**src/rtl/sysbus_pkg.sv**
```systemverilog
// Shared system-bus definitions: slave ids, arbiter grant codes, master FSM states
// and default widths for the master port.
package sysbus_pkg;

  typedef enum logic [1:0] {
    SLV0     = 2'd0,
    SLV1     = 2'd1,
    SLV2     = 2'd2,
    SLV_RSVD = 2'd3
  } slave_id_t;

  typedef enum logic [1:0] {
    GNT_NONE = 2'b00,
    GNT_M1   = 2'b01,
    GNT_M2   = 2'b10
  } bus_grant_t;

  typedef enum logic [2:0] {
    IDLE,
    REQ,
    ADDR,
    WAIT_RDY,
    WDATA,
    RDATA,
    DONE
  } mst_state_t;

  localparam int DEF_ADDR_W  = 12;
  localparam int DEF_DATA_W  = 8;
  localparam int DEF_TIMEOUT = 15;

endpackage

```
**src/rtl/bus_bit_serializer.sv**
```systemverilog
// LSB-first shift register with a bit counter; 'last' flags the final bit of an
// nbits-long frame. Used both to send (serial_out = shreg[0]) and to receive.
module bus_bit_serializer #(
  parameter int WIDTH = 8,
  parameter int CNT_W = $clog2(WIDTH + 1)
) (
  input  logic             clk,
  input  logic             rst,
  input  logic             load,
  input  logic [WIDTH-1:0] load_data,
  input  logic             shift_en,
  input  logic             serial_in,
  input  logic [CNT_W-1:0] nbits,
  output logic [WIDTH-1:0] shreg,
  output logic             last
);

  logic [CNT_W-1:0] bitcnt_reg;

  always_ff @(posedge clk or posedge rst) begin
    if (rst) begin
      shreg      <= '0;
      bitcnt_reg <= '0;
    end else if (load) begin
      shreg      <= load_data;
      bitcnt_reg <= '0;
    end else if (shift_en) begin
      // New bits enter at the top so the first received bit ends up in bit 0.
      shreg      <= {serial_in, shreg[WIDTH-1:1]};
      bitcnt_reg <= bitcnt_reg + CNT_W'(1);
    end
  end

  assign last = (bitcnt_reg == nbits - CNT_W'(1));

endmodule

```
**src/rtl/bus_master_port.sv**
```systemverilog
// Master-side bus transaction controller: latches one command, arbitrates for the
// bus, shifts address/data serially and reports read data or an abort status.
module bus_master_port
  import sysbus_pkg::*;
#(
  parameter int ADDR_W  = DEF_ADDR_W,
  parameter int DATA_W  = DEF_DATA_W,
  parameter int TIMEOUT = DEF_TIMEOUT
) (
  input  logic              clk,
  input  logic              rst,
  input  logic              start,
  input  logic              rw,
  input  logic [1:0]        slave_id,
  input  logic [ADDR_W-1:0] addr,
  input  logic [DATA_W-1:0] wdata,
  output logic              busy,
  output logic              done,
  output logic              err,
  output logic [DATA_W-1:0] rdata,
  output logic              m_request,
  output logic [1:0]        m_slave_sel,
  input  logic              m_grant,
  output logic              bus_valid,
  output logic              bus_rw,
  output logic              bus_addr,
  output logic              bus_wdata,
  input  logic              slave_ready,
  input  logic              slave_valid,
  input  logic              bus_rdata
);

  localparam int TX_W  = (ADDR_W > DATA_W) ? ADDR_W : DATA_W;
  localparam int TX_CW = $clog2(TX_W + 1);
  localparam int RX_CW = $clog2(DATA_W + 1);
  localparam int TO_W  = $clog2(TIMEOUT + 1);

  mst_state_t        state_reg, state_next;
  logic              err_next;
  logic              rw_reg;
  logic [1:0]        sid_reg;
  logic [ADDR_W-1:0] addr_reg;
  logic [DATA_W-1:0] wdata_reg;
  logic [TO_W-1:0]   tcnt_reg;
  logic              err_reg;
  logic [DATA_W-1:0] rdata_reg;
  logic              timeout;

  logic              tx_load, tx_shift, tx_last;
  logic [TX_W-1:0]   tx_data, tx_shreg;
  logic [TX_CW-1:0]  tx_nbits;
  logic              rx_load, rx_shift, rx_last;
  logic [DATA_W-1:0] rx_shreg;
  logic              unused_ok;

  assign timeout = (tcnt_reg == TO_W'(TIMEOUT - 1));

  // One TX shifter carries the address, then is reloaded with write data.
  assign tx_load  = m_grant && ((state_reg == REQ) || (state_reg == ADDR && tx_last));
  assign tx_data  = (state_reg == REQ) ? TX_W'(addr_reg) : TX_W'(wdata_reg);
  assign tx_shift = m_grant && (state_reg == ADDR || state_reg == WDATA);
  assign tx_nbits = (state_reg == ADDR) ? TX_CW'(ADDR_W) : TX_CW'(DATA_W);

  assign rx_load  = (state_reg == WAIT_RDY) && m_grant && slave_ready && !rw_reg;
  assign rx_shift = (state_reg == RDATA) && m_grant && slave_valid;

  bus_bit_serializer #(.WIDTH(TX_W), .CNT_W(TX_CW)) u_tx (
    .clk       (clk),
    .rst       (rst),
    .load      (tx_load),
    .load_data (tx_data),
    .shift_en  (tx_shift),
    .serial_in (1'b0),
    .nbits     (tx_nbits),
    .shreg     (tx_shreg),
    .last      (tx_last)
  );

  bus_bit_serializer #(.WIDTH(DATA_W), .CNT_W(RX_CW)) u_rx (
    .clk       (clk),
    .rst       (rst),
    .load      (rx_load),
    .load_data ('0),
    .shift_en  (rx_shift),
    .serial_in (bus_rdata),
    .nbits     (RX_CW'(DATA_W)),
    .shreg     (rx_shreg),
    .last      (rx_last)
  );

  assign unused_ok = ^{tx_shreg[TX_W-1:1], rx_shreg[0]};

  always_ff @(posedge clk or posedge rst) begin
    if (rst) state_reg <= IDLE;
    else     state_reg <= state_next;
  end

  always_comb begin
    state_next = state_reg;
    err_next   = 1'b0;
    case (state_reg)
      IDLE: begin
        if (start) begin
          if (slave_id == SLV_RSVD) begin
            state_next = DONE;
            err_next   = 1'b1;
          end else begin
            state_next = REQ;
          end
        end
      end
      REQ: if (m_grant) state_next = ADDR;
      ADDR: begin
        if (!m_grant) begin
          state_next = DONE;
          err_next   = 1'b1;
        end else if (tx_last) begin
          state_next = WAIT_RDY;
        end
      end
      WAIT_RDY: begin
        if (!m_grant || (!slave_ready && timeout)) begin
          state_next = DONE;
          err_next   = 1'b1;
        end else if (slave_ready) begin
          state_next = rw_reg ? WDATA : RDATA;
        end
      end
      WDATA: begin
        if (!m_grant) begin
          state_next = DONE;
          err_next   = 1'b1;
        end else if (tx_last) begin
          state_next = DONE;
        end
      end
      RDATA: begin
        if (!m_grant || (!slave_valid && timeout)) begin
          state_next = DONE;
          err_next   = 1'b1;
        end else if (slave_valid && rx_last) begin
          state_next = DONE;
        end
      end
      DONE:    state_next = IDLE;
      default: state_next = IDLE;
    endcase
  end

  always_ff @(posedge clk or posedge rst) begin
    if (rst) begin
      rw_reg    <= 1'b0;
      sid_reg   <= '0;
      addr_reg  <= '0;
      wdata_reg <= '0;
      tcnt_reg  <= '0;
      err_reg   <= 1'b0;
      rdata_reg <= '0;
    end else begin
      if (state_reg == IDLE && start) begin
        rw_reg    <= rw;
        sid_reg   <= slave_id;
        addr_reg  <= addr;
        wdata_reg <= wdata;
      end
      // Idle-cycle counter: restarts on every state change and on each read bit.
      if (state_next != state_reg)
        tcnt_reg <= '0;
      else if (state_reg == WAIT_RDY || (state_reg == RDATA && !slave_valid))
        tcnt_reg <= tcnt_reg + TO_W'(1);
      else
        tcnt_reg <= '0;
      if (state_next == DONE && state_reg != DONE)
        err_reg <= err_next;
      if (rx_shift && rx_last)
        rdata_reg <= {bus_rdata, rx_shreg[DATA_W-1:1]};
    end
  end

  always_comb begin
    busy        = (state_reg != IDLE);
    done        = (state_reg == DONE);
    err         = done && err_reg;
    m_request   = (state_reg == REQ) || (state_reg == ADDR) || (state_reg == WAIT_RDY) ||
                  (state_reg == WDATA) || (state_reg == RDATA);
    m_slave_sel = m_request ? sid_reg : 2'd0;
    bus_valid   = (state_reg == ADDR) || (state_reg == WDATA);
    bus_rw      = bus_valid && rw_reg;
    bus_addr    = (state_reg == ADDR) && tx_shreg[0];
    bus_wdata   = (state_reg == WDATA) && tx_shreg[0];
  end

  assign rdata = rdata_reg;

endmodule
```
**config.mk**
```make
export PLATFORM = sky130hd
export DESIGN_NAME = bus_master_port
export DESIGN_NICKNAME = d
export VERILOG_FILES = /design/src/rtl/sysbus_pkg.sv /design/src/rtl/bus_bit_serializer.sv /design/src/rtl/bus_master_port.sv
export SDC_FILE = /design/constraint.sdc
export NUM_CORES = 1
export LEC_CHECK = 0
export BUFFER_PORTS_ARGS = -buffer_cell sky130_fd_sc_hd__buf_2
export CAP_MARGIN = 20
export CORE_MARGIN = 3
export CORE_UTILIZATION = 59
export CTS_BUF_LIST = sky130_fd_sc_hd__clkbuf_4 sky130_fd_sc_hd__clkbuf_8
export DETAILED_ROUTE_END_ITERATION = 8
export PLACE_DENSITY = 0.79
export SETUP_SLACK_MARGIN = 0.1
export SLEW_MARGIN = 10
export SYNTH_ARGS = -nofsm -noshare
export SYNTH_HDL_FRONTEND = slang
export SYNTH_SLANG_ARGS = --single-unit
```
**constraint.sdc**
```tcl
create_clock -name clk -period 2.9 [get_ports clk]
set_input_delay 0.58 -clock clk [delete_from_list [all_inputs] [get_ports clk]]
set_output_delay 0.58 -clock clk [all_outputs]
set_load 0.02 [all_outputs]
```
# Word-level counts from Yosys, hierarchy flattened
# Cells that the tools add are included.
# Widths: inputs -> output; s select.
# totals
register_bits	67
latchBits	0
mem_bits_rw	0
mem_bits_ro	0
input_bits	30
out_inout_bits	18
wordCells	98
mem_count	0
# classes
add_sub_neg	4
mul	0
n_div	0
order_cmp	0
eq_ne	13
n_shift	0
mux	32
bitwise_logic	0
n_reduce_logical	37
# op_table
cell	n
$mux 12	3
$mux 3	12
$mux 4	6
$logic_and 1x1->1	19
$pmux 3 s6	1
$mux 8	2
$add 4x1->4 const B	3
$eq 3x3->1 const B	4
$logic_or 1x1->1	9
$eq 3x2->1 const B	2
$mux 1	6
$eq 4x3->1 const B	1
$eq 4x4->1	1
$eq 4x4->1 const B	1
$logic_not 1->1	4
$pmux 1 s4	1
$reduce_bool 2->1	2
$sub 4x1->4 const B	1
$eq 3x1->1 const B	1
$logic_not 3->1	1
$ne 3x3->1	1
$ne 3x3->1 const B	1
$reduce_bool 3->1	1
$eq 2x2->1 const B	1
other kinds (2)	2

# Logic depth before layout (Yosys ltp)
# Gate-level depths: netlist of the first run.
# depth
word_depth	9
depth_mapped	6
depth_no_buf	6

# Hierarchy
# Synthesis of the first run repeated with hierarchy kept, for this count alone.
# hier_totals
hier_cells	313
area_unflattened_um2	3468.3
# modules_own_cells
module	instances	cells_per_inst	area_per_inst_um2	seq_area_each_um2
bus_master_port	1	171	2006.9	975.9
bus_bit_serializer at u_tx	1	80	823.3	400.4
bus_bit_serializer at u_rx	1	62	638.1	300.3

# Least setup slack after synthesis of the first run
# OpenSTA, ideal clock, no wires.
# synth_path
path_kind	flip-flop to output port
startpoint	register state_reg[0]
endpoint	output m_slave_sel[0]
t_arrival_ns	1.663
t_required_ns	2.320
slack_ns	0.657
stages_incl_launch_ff	5
n_path_buf	1
path_cell_list	dfrtp_1 buf_4 or3_1 a21boi_1 and2_1
# synth_between
elab_chain_len	6
elab_cells_between_ends	10
cone_classes	eq/ne: 5; mux: 1; reduce/logical: 4
# synth_rtl
item	line	text
from (decl)	bus_master_port.sv:38	mst_state_t state_reg, state_next;
from (signal assigned)	bus_master_port.sv:95	else state_reg <= state_next;
$eq 3x1->1 or $eq 3x2->1 (tied branches)	bus_master_port.sv:184	m_request = (state_reg == REQ) || (state_reg == ADDR) || (state_reg == WAIT_RDY) ||
$logic_or 1x1->1 (3 in series)	bus_master_port.sv:184	
$logic_or 1x1->1 *	bus_master_port.sv:185	(state_reg == WDATA) || (state_reg == RDATA);
net m_request	bus_master_port.sv:21	output logic m_request,
$mux 2 *	bus_master_port.sv:186	m_slave_sel = m_request ? sid_reg : 2'd0;
to (decl)	bus_master_port.sv:22	output logic [1:0] m_slave_sel,
# Mark *: on every way through the listed nets, which the timed path passes. The rest lies on a longest branch.

# Worst setup path after layout of the first run
# layout_path
startpoint	register state_reg[1]
endpoint	output m_slave_sel[0]
# layout_between
elab_chain_len	6
elab_cells_between_ends	10
cone_classes	eq/ne: 5; mux: 1; reduce/logical: 4
# layout_rtl
item	line
$eq 3x1->1 or $eq 3x2->1 (tied branches)	bus_master_port.sv:184
$logic_or 1x1->1 (3 in series)	bus_master_port.sv:184
$logic_or 1x1->1 *	bus_master_port.sv:185
$mux 2 *	bus_master_port.sv:186
# Mark *: on every way between the ends. The rest lies on a longest branch, timed or not.

==> run_results.csv, run 1 <==
group,metric,value,unit
status,outcome,"finished clean",
final_layout,final_common_cell,"dfrtp_1",
worst_setup_path,slowest_stage,"dfrtp_1",
timing,setup_viol,0,
die,die_h,80.3,um
global_route,antenna_found_initial,0,
cts,h-tree-depth,3,
final_layout,layout_common_cells,"66 x dfrtp_1, 47 x buf_2, 31 x mux2_2",
worst_setup_path,crit_type,"reg2out",
final_layout,nNetsFinal,361,
final_layout,drive_gt1_frac,0.350,
logic_synthesis,synthCells,277,
timing,fin_ws,0.297,ns
final_layout,antenna_cells,0,
routing,num_vias,2246,
logic_synthesis,synth_area,3260,sq um
timing,tightestPinTransition,0.759,ns
final_layout,area_growth,14.9,%
cts,clk_latency,0.34,ns
run,maxCapViolCount,0,
cts,cts_buffers,9,
worst_setup_path,path_cells,"or3_1 -> a21boi_1 -> and2_1 -> buf_2",
worst_setup_path,arrival,2.02,ns
timing,fin_setup_tns,0,ns
cts,postCtsSetupRepairBufs,0,
global_route,grt_usage,0.214,
routing,drt-total-wl,6.18,mm
place,dp_slack,0.671,ns
die,ios,48,
routing,dr.pass1.iters,4,
place,place_area,3540,sq um
worst_setup_path,critPathMaxStageDelay,0.66,ns
final_layout,instances_no_fill,401,
power,p_leak,1.83,nW
worst_setup_path,cp-start-kind,"register",
cts,cts_num_sinks,66,
timing,min_period,2.60,ns
logic_synthesis,ys_warn_count,0,
logic_synthesis,synth_fp_nets,311,
place,placement.io_buffers,47,
power,ir_worst_vdd,507,uV
power,power.density,966,nW/um^2
timing,hold_viol_final,0,
power,total_power,0.00362,W
timing,rsz0062_at_grt,"no",
cts,cts.repair.resized,0,
timing,finalMaxSlewViolations,0,
cts,clockBufferDepth,2,
place,routabilityCongestion,0.830,
logic_synthesis,synth.distinct_cells,54,
routing,drtIter0Drc,82,
global_route,grt_pass1_vias,2256,
cts,path_clk_slew,0.07,ns
logic_synthesis,syn_avg_cell_area,11.8,sq um
timing,fin_skew,0.00581,ns
timing,fmax,384,MHz
global_route,grt_pass1_wl,10.4,mm
worst_setup_path,crit_required,2.32,ns
final_layout,stdcell_area,3740,sq um
die,start_util,0.622,
routing,final_antenna_net_count,0,
routing,vias_per_cell,5.60,
worst_setup_path,critPathCaptureType,"primary output",
routing,avgRoutedWirePerCell,15.4,um
die,rows,26,
worst_setup_path,startpoint,"state_reg[1]",
routing,drcViolationCount,0,
cts,cts_hold_buffers,0,
global_route,grt_max_degree,34,
die,dieArea,6450,sq um
place,dpl.hpwl,4.40,mm
worst_setup_path,crit_fanout,19,
die,core_region_area,5240,sq um
die,die_w,80.3,um
place,dp.cells,386,
timing,min_period_over_period,0.897,
global_route,overflow,0,
worst_hold_path,hold_path_class,"in2async",
logic_synthesis,synth-async-reset-ratio,1.00,
worst_setup_path,r2r-start,"state_reg[1]",
logic_synthesis,synth_edf_count,0,
logic_synthesis,synthFlopType,"dfrtp_1",
timing,relSlewSlack,0.494,
logic_synthesis,synth_seq_cells,66,
cts,cts_tree,"done",
cts,ctsRootBufferMaster,"clkbuf_8",
logic_synthesis,yosysSeqAreaShare,0.507,
## cells in the mapped netlist (all sizes together), types with 3 or more instances
master   n  area share
nand3    5      0.0077
xor2     4       0.013
o21ai    4      0.0061
nand4b   3      0.0081
ha       4       0.015
dfrtp   66        0.51
mux2    31        0.11
mux2i   18       0.055
a21oi   16       0.025
o22ai    3      0.0058
and3     3      0.0058
nor2    13       0.017
o221ai   3      0.0081
inv      8      0.0092
nand3b   4       0.017
xnor2    6       0.018
nor3     6       0.013
and2     6       0.012
nor3b    3      0.0069
buf     12       0.028
nand2   27       0.032
nand2b   5       0.013
nor2b    5      0.0096
## layer usage
| metal | global-route usage | vias to the layer above | wire length (um) |
|---|---|---|---|
| met3 | 0.0617 | 10 | 326 |
| met2 | 0.346 | 62 | 2950 |
| met4 | 0.0726 | 0 | 79 |
| met1 | 0.276 | 1096 | 2820 |
| met5 | 0 | - | 0 |
| li1 | - | 1078 | - |
## final cells by class
cell class	instances	area [sq um]
flip-flops and latches	66	1650
inverters	8	30.0
fillers	393	1490
multi-input cells	190	1480
well taps	70	87.6
clock inverters	2	35.0
repair buffers	52	285
clock buffers	13	173
## per-stage QoR
step / utilization / hold WS, ns
after global placement: 0.675 / 0.485
final: 0.715 / 0.149
after global routing: 0.715 / 0.156
after CTS: 0.715 / 0.150
after detailed placement: 0.675 / 0.488
after floorplan: - / 0.466
## cell families (layout without fill, tap and decap cells)
group           after synthesis  count (layout)  synth area share
xor+xnor                     10              10            0.0315
fa+ha+maj                     4               4            0.0154
simple gates                 88              88             0.166
mux                          49              49             0.162
flops                        66              66             0.507
compound gates               39              39            0.0795
buf+inv                      21              75            0.0384
## report_power, final
group | switching [W] | internal, W
registers | 0.000289 | 0.00126
logic | 0.000634 | 0.000644
clock network | 0.000320 | 0.000471
## final timing paths
kind                                  endpoint  slack [ns]  cells past startpoint
max in group asynchronous         wdata_reg[7]        2.08                      3
worst max register to register     addr_reg[4]        0.79                      3
min in group clk                   addr_reg[5]        0.47                      2
worst max-delay path            m_slave_sel[0]        0.30                      4
worst min-delay path               addr_reg[1]        0.15                      2
worst min register to register        rdata[1]        0.50                      1
## critical path: cells and delay by family, from the launching register on
family | cells | cell delay [ns]
AOI/OAI and AO/OA | 1 | 0.17
buffers and inverters | 1 | 0.15
DFF | 1 | 0.66
and+or+nand+nor | 2 | 0.70
Power figures use the tool's default switching activity.
==> run 2: changes to the inputs <==
--- a/config.mk
+++ b/config.mk
@@ -8,10 +8,10 @@
 export BUFFER_PORTS_ARGS = -buffer_cell sky130_fd_sc_hd__buf_2
 export CAP_MARGIN = 20
 export CORE_MARGIN = 3
-export CORE_UTILIZATION = 59
+export CORE_UTILIZATION = 55
 export CTS_BUF_LIST = sky130_fd_sc_hd__clkbuf_4 sky130_fd_sc_hd__clkbuf_8
 export DETAILED_ROUTE_END_ITERATION = 8
-export PLACE_DENSITY = 0.79
+export PLACE_DENSITY = 0.74
 export SETUP_SLACK_MARGIN = 0.1
 export SLEW_MARGIN = 10
 export SYNTH_ARGS = -nofsm -noshare
==> run 2 against run 1 <==
Against the previous run: non-clock buffer count unchanged; hold slack better by 0.16 ns; worst setup slack better by 0.15 ns; clock-buffer cell count down 2; clock skew about the same; combinational power about the same; critical path depth unchanged; largest cell class unchanged.
==> run_results.csv, run 2 (synthesized netlist as in run 1, its figures left out) <==
group,metric,value,unit
cts,clk_latency,0.33,ns
timing,setup_viol,0,
worst_setup_path,critPathCaptureType,"primary output",
place,placement.io_buffers,47,
routing,wl_met1,2.75,mm
worst_setup_path,critPathMaxStageDelay,0.58,ns
power,power.density,972,nW/um^2
routing,drcViolationCount,0,
worst_setup_path,r2r-end,"tcnt_reg[0]",
cts,cts.repair.resized,0,
routing,dr.pass1.iters,4,
worst_setup_path,crit_fanout,15,
routing,met3RoutedLength,433,um
cts,ctsRootBufferMaster,"clkbuf_8",
cts,path_clk_slew,0.07,ns
power,p_leak,1.83,nW
worst_setup_path,path_delay_family,"simple AND/OR/NAND/NOR gates",
power,ir_worst_vdd,707,uV
worst_setup_path,crit_required,2.32,ns
cts,clockBufferDepth,2,
final_layout,drive_gt1_frac,0.352,
status,outcome,"finished clean",
timing,fin_skew,0.00552,ns
worst_setup_path,rrSetupSlack,0.94,ns
cts,postCtsSetupRepairBufs,0,
global_route,grt_max_degree,67,
die,die_w,83.0,um
worst_setup_path,slowest_stage,"dfrtp_1",
worst_setup_path,arrival,1.88,ns
routing,vias_per_cell,5.47,
cts,cts_tree,"done",
cts,cts_num_sinks,66,
final_layout,layout_common_cells,"66 x dfrtp_1, 47 x buf_2, 31 x mux2_2",
global_route,grt_pass1_vias,2165,
worst_setup_path,r2r_cells,5,
timing,tightestPinTransition,0.537,ns
worst_setup_path,cp_num_cells,4,
global_route,grt_pass1_wl,10.3,mm
cts,cts_buffers,9,
timing,min_period_over_period,0.847,
timing,min_period,2.46,ns
routing,met2_length,2.64,mm
place,routabilityCongestion,0.850,
routing,drt-total-wl,5.89,mm
global_route,overflow,0,
place,dpl.hpwl,4.16,mm
timing,fin_setup_tns,0,ns
final_layout,utilization,0.671,
die,die_h,83.0,um
final_layout,final_common_cell,"dfrtp_1",
worst_setup_path,crit_type,"reg2out",
timing,relSlewSlack,0.642,
timing,finalMaxSlewViolations,0,
timing,holdWs,0.309,ns
routing,num_vias,2210,
worst_hold_path,hold_path_class,"in2async",
die,rows,27,
routing,top_layer,"met4",
cts,h-tree-depth,3,
worst_setup_path,r2r-start,"state_reg[0]",
die,start_util,0.581,
final_layout,area_growth,15.4,%
worst_setup_path,worst-path-buf-inv,1,
timing,fmax,407,MHz
timing,rsz0062_at_grt,"no",
cts,cts_hold_buffers,0,
global_route,antenna_found_initial,0,
final_layout,nNetsFinal,361,
die,ios,48,
worst_setup_path,path_cells,"or3_1 -> a21boi_1 -> and2_1 -> buf_2",
routing,final_antenna_net_count,0,
die,core_region_area,5610,sq um
run,maxCapViolCount,0,
final_layout,antenna_cells,0,
timing,hold_viol_final,0,
die,dieArea,6890,sq um
worst_setup_path,cp-start-kind,"register",
global_route,grt_usage,0.182,
routing,avgRoutedWirePerCell,14.6,um
routing,drtIter0Drc,92,
## run 2: report_power, final
part	switching (W)	leakage, nW	internal (W)
sequential	0.000235	0.829	0.00126
clock	0.000340	0.113	0.000514
combinational	0.000670	0.889	0.000641
## run 2: worst reg2reg max path, stage by stage, from the launching register on
cell     delay (ns)
dfrtp_1        0.58
nor4b_4        0.40
buf_4          0.36
and3_1         0.27
nor4_2         0.08
and2_1         0.18
## run 2: metrics by stage
stage / power (W) / area (sq um) / std cells / setup WS (ns)
2_1_floorplan: 0.00255 / 3260 / 277 / 0.657
6_report: 0.00366 / 3760 / 404 / 0.443
4_1_cts: 0.00369 / 3760 / 404 / 0.418
5_1_grt: 0.00391 / 3760 / 404 / 0.336
3_5_place_dp: 0.00283 / 3540 / 388 / 0.796
3_3_place_gp: 0.00278 / 3540 / 388 / 0.830
## run 2: how the worst max path moves through the flow
stage            startpoint             end  slack (ns)
3_3_place_gp   state_reg[0]  m_slave_sel[0]        0.83
4_1_cts        state_reg[0]  m_slave_sel[0]        0.42
3_5_place_dp   state_reg[0]  m_slave_sel[0]        0.80
5_1_grt        state_reg[0]  m_slave_sel[0]        0.34
6_report       state_reg[0]  m_slave_sel[0]        0.44
2_1_floorplan  state_reg[0]  m_slave_sel[0]        0.66
## run 2: cell type report
type,instances,area [sq um]
Fill cell,449,1850
Sequential cell,66,1650
Multi-Input combinational cell,190,1480
Timing Repair Buffer,52,285
Clock buffer,11,145
Tap cell,72,90.1
Clock inverter,5,77.6
Inverter,8,30.0
## run 2: routing by layer
metal | GRT usage | vias up
li1 | - | 1081
met1 | 0.263 | 1046
met2 | 0.264 | 73
met3 | 0.0546 | 10
met4 | 0.0550 | 0
met5 | 0 | -
